File: src/rtl/cmd_sequencer.sv
// rtl/cmd_sequencer.sv - NAND command/address sequencer driving the latch units
module cmd_sequencer #(
    parameter int T_WB       = 10,
    parameter int RB_TIMEOUT = 65535
) (
    input  logic        clk,
    input  logic        rst,
    input  logic        start,
    input  logic [7:0]  cmd1,
    input  logic [39:0] addr,
    input  logic [2:0]  addr_cnt,
    input  logic        cmd2_en,
    input  logic [7:0]  cmd2,
    input  logic        rb_wait_en,
    input  logic        nand_rb,
    input  logic        lu_busy,
    output logic        cle_act,
    output logic        ale_act,
    output logic [15:0] lu_data,
    output logic        busy,
    output logic        done,
    output logic        timeout
);
    localparam logic [3:0] S_IDLE     = 4'd0;
    localparam logic [3:0] S_CMD1     = 4'd1;
    localparam logic [3:0] S_ADDR     = 4'd2;
    localparam logic [3:0] S_CMD2     = 4'd3;
    localparam logic [3:0] S_LU_START = 4'd4;
    localparam logic [3:0] S_LU_END   = 4'd5;
    localparam logic [3:0] S_WB       = 4'd6;
    localparam logic [3:0] S_RB       = 4'd7;
    localparam logic [3:0] S_FIN      = 4'd8;

    localparam logic [1:0] P_CMD1 = 2'd0;
    localparam logic [1:0] P_ADDR = 2'd1;
    localparam logic [1:0] P_CMD2 = 2'd2;

    localparam logic [16:0] L_WB_LAST = 17'(T_WB - 1);
    localparam logic [16:0] L_RB_LAST = 17'(RB_TIMEOUT - 1);

    logic [3:0]  r_state;
    logic [1:0]  r_phase;
    logic [7:0]  r_cmd1;
    logic [39:0] r_addr;
    logic [2:0]  r_addr_cnt;
    logic        r_cmd2_en;
    logic [7:0]  r_cmd2;
    logic        r_rb_wait_en;
    logic [2:0]  r_idx;
    logic [16:0] r_cnt;
    logic        r_timeout;

    logic [7:0]  w_addr_byte;
    logic [2:0]  w_idx_next;
    logic [3:0]  w_after_cmd2;
    logic [3:0]  w_after_addr;

    always_comb begin
        w_addr_byte = r_addr[7:0];
        case (r_idx)
            3'd1:    w_addr_byte = r_addr[15:8];
            3'd2:    w_addr_byte = r_addr[23:16];
            3'd3:    w_addr_byte = r_addr[31:24];
            3'd4:    w_addr_byte = r_addr[39:32];
            default: w_addr_byte = r_addr[7:0];
        endcase
    end

    assign w_idx_next   = r_idx + 3'd1;
    assign w_after_cmd2 = r_rb_wait_en ? S_WB : S_FIN;
    assign w_after_addr = r_cmd2_en ? S_CMD2 : w_after_cmd2;

    // Activates are held off while a latch unit is still busy.
    assign cle_act = ((r_state == S_CMD1) || (r_state == S_CMD2)) && !lu_busy;
    assign ale_act = (r_state == S_ADDR) && !lu_busy;
    assign busy    = (r_state != S_IDLE);
    assign done    = (r_state == S_FIN);
    assign timeout = (r_state == S_FIN) && r_timeout;

    always_comb begin
        lu_data = 16'h0000;
        case (r_state)
            S_CMD1: lu_data = {8'h00, r_cmd1};
            S_ADDR: lu_data = {8'h00, w_addr_byte};
            S_CMD2: lu_data = {8'h00, r_cmd2};
            S_LU_START, S_LU_END: begin
                case (r_phase)
                    P_CMD1:  lu_data = {8'h00, r_cmd1};
                    P_ADDR:  lu_data = {8'h00, w_addr_byte};
                    default: lu_data = {8'h00, r_cmd2};
                endcase
            end
            default: lu_data = 16'h0000;
        endcase
    end

    always_ff @(posedge clk or posedge rst) begin
        if (rst) begin
            r_state      <= S_IDLE;
            r_phase      <= P_CMD1;
            r_cmd1       <= 8'h00;
            r_addr       <= 40'h0;
            r_addr_cnt   <= 3'd0;
            r_cmd2_en    <= 1'b0;
            r_cmd2       <= 8'h00;
            r_rb_wait_en <= 1'b0;
            r_idx        <= 3'd0;
            r_cnt        <= 17'd0;
            r_timeout    <= 1'b0;
        end else begin
            case (r_state)
                S_IDLE: begin
                    if (start) begin
                        r_cmd1       <= cmd1;
                        r_addr       <= addr;
                        r_addr_cnt   <= (addr_cnt > 3'd5) ? 3'd5 : addr_cnt;
                        r_cmd2_en    <= cmd2_en;
                        r_cmd2       <= cmd2;
                        r_rb_wait_en <= rb_wait_en;
                        r_idx        <= 3'd0;
                        r_cnt        <= 17'd0;
                        r_timeout    <= 1'b0;
                        r_state      <= S_CMD1;
                    end
                end
                S_CMD1: if (!lu_busy) begin r_phase <= P_CMD1; r_state <= S_LU_START; end
                S_ADDR: if (!lu_busy) begin r_phase <= P_ADDR; r_state <= S_LU_START; end
                S_CMD2: if (!lu_busy) begin r_phase <= P_CMD2; r_state <= S_LU_START; end
                S_LU_START: if (lu_busy) r_state <= S_LU_END;
                S_LU_END: begin
                    if (!lu_busy) begin
                        r_cnt <= 17'd0;
                        case (r_phase)
                            P_CMD1:  r_state <= (r_addr_cnt != 3'd0) ? S_ADDR : w_after_addr;
                            P_ADDR: begin
                                r_idx   <= w_idx_next;
                                r_state <= (w_idx_next == r_addr_cnt) ? w_after_addr : S_ADDR;
                            end
                            default: r_state <= w_after_cmd2;
                        endcase
                    end
                end
                S_WB: begin
                    if (r_cnt == L_WB_LAST) begin
                        r_cnt   <= 17'd0;
                        r_state <= S_RB;
                    end else begin
                        r_cnt <= r_cnt + 17'd1;
                    end
                end
                S_RB: begin
                    if (nand_rb) begin
                        r_state <= S_FIN;
                    end else if (r_cnt == L_RB_LAST) begin
                        r_timeout <= 1'b1;
                        r_state   <= S_FIN;
                    end else begin
                        r_cnt <= r_cnt + 17'd1;
                    end
                end
                S_FIN: begin
                    r_cnt     <= 17'd0;
                    r_timeout <= 1'b0;
                    r_state   <= S_IDLE;
                end
                default: r_state <= S_IDLE;
            endcase
        end
    end
endmodule

File: config.mk
export PLATFORM = sky130hd
export DESIGN_NAME = cmd_sequencer
export DESIGN_NICKNAME = d
export VERILOG_FILES = /design/src/rtl/cmd_sequencer.sv
export SDC_FILE = /design/constraint.sdc
export NUM_CORES = 1
export LEC_CHECK = 0
export BUFFER_PORTS_ARGS = -buffer_cell sky130_fd_sc_hd__buf_2
export CORE_ASPECT_RATIO = 1.1
export CORE_MARGIN = 1.5
export CORE_UTILIZATION = 35
export DETAILED_ROUTE_END_ITERATION = 12
export HOLD_SLACK_MARGIN = 0.12
export SLEW_MARGIN = 10
export SYNTH_ARGS = -nofsm -noshare
export SYNTH_HDL_FRONTEND = slang
export SYNTH_SLANG_ARGS = --single-unit
File: constraint.sdc
create_clock -name clk -period 2.55 [get_ports clk]
set_input_delay 0.3825 -clock clk [delete_from_list [all_inputs] [get_ports clk]]
set_output_delay 0.3825 -clock clk [all_outputs]
set_load 0.1 [all_outputs]
==> flow_summary.ini <==
[worst_hold_path]
worst_hold_path_type = input pin to asynchronous set/reset pin

[floorplan]
die_area_mm2 = 0.0142
die_x_um = 114
fp-row-count = 44
core_area_mm2 = 0.0132
start_util_pct = 35.8
die_y_um = 125
io_pins = 87

[routing]
routed_wl_mm = 12.1
drt-wirelength-per-cell_um = 17.4
viasPerCell = 5.51
vias = 3848
ant_nets = 0
dr.pass1.iters = 4
drt_iter0_drc = 187
drc = 0

[global_route]
grt_max_degree = 67
antenna_found_initial = 0
grt_use_total_pct = 17.9
grt_pass1_vias = 3872
grt_pass1_wl_mm = 20.0
grt_overflow = 0

[clocking]
clkLatencyLatePin_ps = 340
cts_tree = done
cts_buffers = 9
cts_buffer_depth = 2
cts_max_level = 3
clkSinkCount = 88
cts_root_buffer = clkbuf_16
clk_pin_slew_worst_paths_ps = 70
postCtsHoldBufs = 0

[timing]
slew_headroom_pct = 45.2
period_needed_ps = 2500
max_clock_freq_ghz = 0.399
fin_skew_ps = 8.59
tightestPinTransition_ps = 823
fin_tns_setup_ps = 0
slew_violations = 0
period_share_pct = 98.2
setup_viol = 0
hold_violations = 0

[yosys]
ys_types = 52
synth-seq-area-share_pct = 46.5
ys_async_sr_fraction_pct = 100
syn_area_mm2 = 0.00473
synth_cells = 453
yosysWarnings = 0
syn-mean-instance-area_um2 = 10.4
synth-edff-count = 0
ys.flop_type = dfrtp_1
synth_seq_cells = 88

[setup_path]
crit_arrival_ps = 2120
cp_data_required_time_ps = 2170
crit_type = flip-flop to output port
cpPeakStageDelay_ps = 450
start_kind = flip-flop
critPathCaptureType = output port
path_cells = ha_1 -> ha_4 -> a32oi_1 -> o21ai_1 -> a21oi_2 -> o221ai_4 -> buf_12
cpLargestDelayFamily = compound AO/OA/AOI/OAI gates
critPathBufInv = 1
critPathSlowestCell = dfrtp_2
worstPathMaxFanout = 9

[finish]
final_layout_size_suffix_gt1_share_pct = 41.2
mostFrequentLayoutCell = dfrtp_1
final_nets = 606
area_growth_syn_to_layout_pct = 28.7
n_antenna_cell = 0
layout_common_cells = 83 x dfrtp_1, 66 x buf_2, 61 x mux2_2
fill_cells = 1230

[pwr]
p_int_uw = 4610
leakagePower_uw = 0.00252
combPwrFrac_pct = 55.4
finalPower_uw = 8420
power.density_mw_per_mm2 = 1380
switching_share_pct = 45.2
power.share.sequential_pct = 29.3
p_clk_share_pct = 15.3
peakVddDrop_mv = 1.93
net-switching-power_uw = 3800

[placement]
gp_congestion = 0.865
io_buffers = 78
hpwl_mm = 8.89

[flow_run]
drv_cap = 0

[run_status]
status = completed
[layout make-up]
cell class | count | area [um2] | share of cell area (%)
clock inverter | 7 | 62.6 | 1.03
tap | 161 | 201 | 3.31
timing repair buffer | 98 | 758 | 12.4
sequential | 88 | 2210 | 36.2
inverter | 16 | 63.8 | 1.05
clock buffer | 9 | 225 | 3.70
multi-input combinational | 319 | 2570 | 42.2
[registers in the layout (all words and copies together) (netlist names), 2 cells and up]
name / flops
r_cmd2: 8
r_cmd1: 8
r_cnt: 17
r_addr: 40
r_addr_cnt: 3
r_idx: 3
r_state: 4
r_phase: 2
[power groups by stage]
stage               clock, uW  combinational [uW]  sequential, uW
floorplan                   0                3410            2220
global placement            0                4400            2460
detailed placement          0                4470            2460
CTS                      1320                4540            2440
global route             1380                4970            2540
finish                   1290                4660            2470
[cell usage after synthesis, types with 4 or more instances]
cell type | number | share of area, %
a21oi_1 | 41 | 4.3
nand4_1 | 4 | 0.53
a22oi_1 | 11 | 1.7
clkbuf_1 | 16 | 1.3
inv_1 | 16 | 1.3
ha_1 | 8 | 2.1
or4_1 | 6 | 0.95
dfrtp_1 | 88 | 47
mux2_2 | 61 | 15
buf_2 | 6 | 0.63
nor3_1 | 4 | 0.42
nand3_1 | 20 | 2.1
o221ai_1 | 8 | 1.5
nor3b_1 | 5 | 0.79
nor4_1 | 6 | 0.79
buf_4 | 10 | 1.6
nor2_1 | 22 | 1.7
o21ai_0 | 21 | 2.2
o31ai_1 | 7 | 1.1
nand2_1 | 17 | 1.3
or3_1 | 7 | 0.93
a32oi_1 | 9 | 1.7
and2_1 | 9 | 1.2
[layer usage]
metal	routed length, um	GRT usage, %	share of wire, %
met1	5350	23.2	44
met3	480	3.64	4.0
met2	5970	29.0	49
met4	344	7.94	2.8
met5	0	0	0
[worst paths after layout]
kind | from | end | slack (ps) | depth (start not counted)
max | r_idx[0] | lu_data[3] | 50 | 7
min | rst | r_cmd2[4] | 170 | 2
max reg2reg | r_state[3] | r_cnt[12] | 370 | 6
min reg2reg | r_timeout | r_timeout | 490 | 1
max in group asynchronous | rst | r_addr[33] | 1770 | 3
min in group clk | cmd2[4] | r_cmd2[4] | 260 | 2
[worst register-to-register path: stages, from the launching register on]
cell	delay, ps
dfrtp_2	490
nor2b_1	290
o211ai_1	150
a22o_1	270
buf_4	210
or4_1	510
a21oi_1	180
[stage by stage]
step / setup WS, ps / area (um2) / utilization [%] / hold slack (ps) / std cells
4_1_cts: -23.7 / 5940 / 45.0 / 192 / 694
5_1_grt: -27.5 / 6090 / 46.1 / 239 / 698
2_1_floorplan: 69.5 / 4910 / - / 456 / 460
6_report: 45.9 / 6090 / 46.1 / 170 / 698
3_5_place_dp: 187 / 5620 / 42.5 / 474 / 677
3_3_place_gp: 243 / 5620 / 42.5 / 468 / 677
[logic make-up after synthesis]
family                     Yosys count  share of synthesized area (%)
muxes                               61                           14.5
and+or+nand+nor                    119                           14.3
AOI/OAI and AO/OA                  120                           16.4
other                                1                         0.0792
buffers and inverters               53                           5.47
xor gates and xnor gates             3                          0.555
DFF                                 88                           46.5
adders and majority gates            8                           2.11
[what timing repair did]
item                       4_1_cts  5_1_grt
buffers inserted                 1        4
resized for setup               10       29
pin swaps                        1        1
setup endpoints to repair        8        8
(Power assumes the default switching activity.)
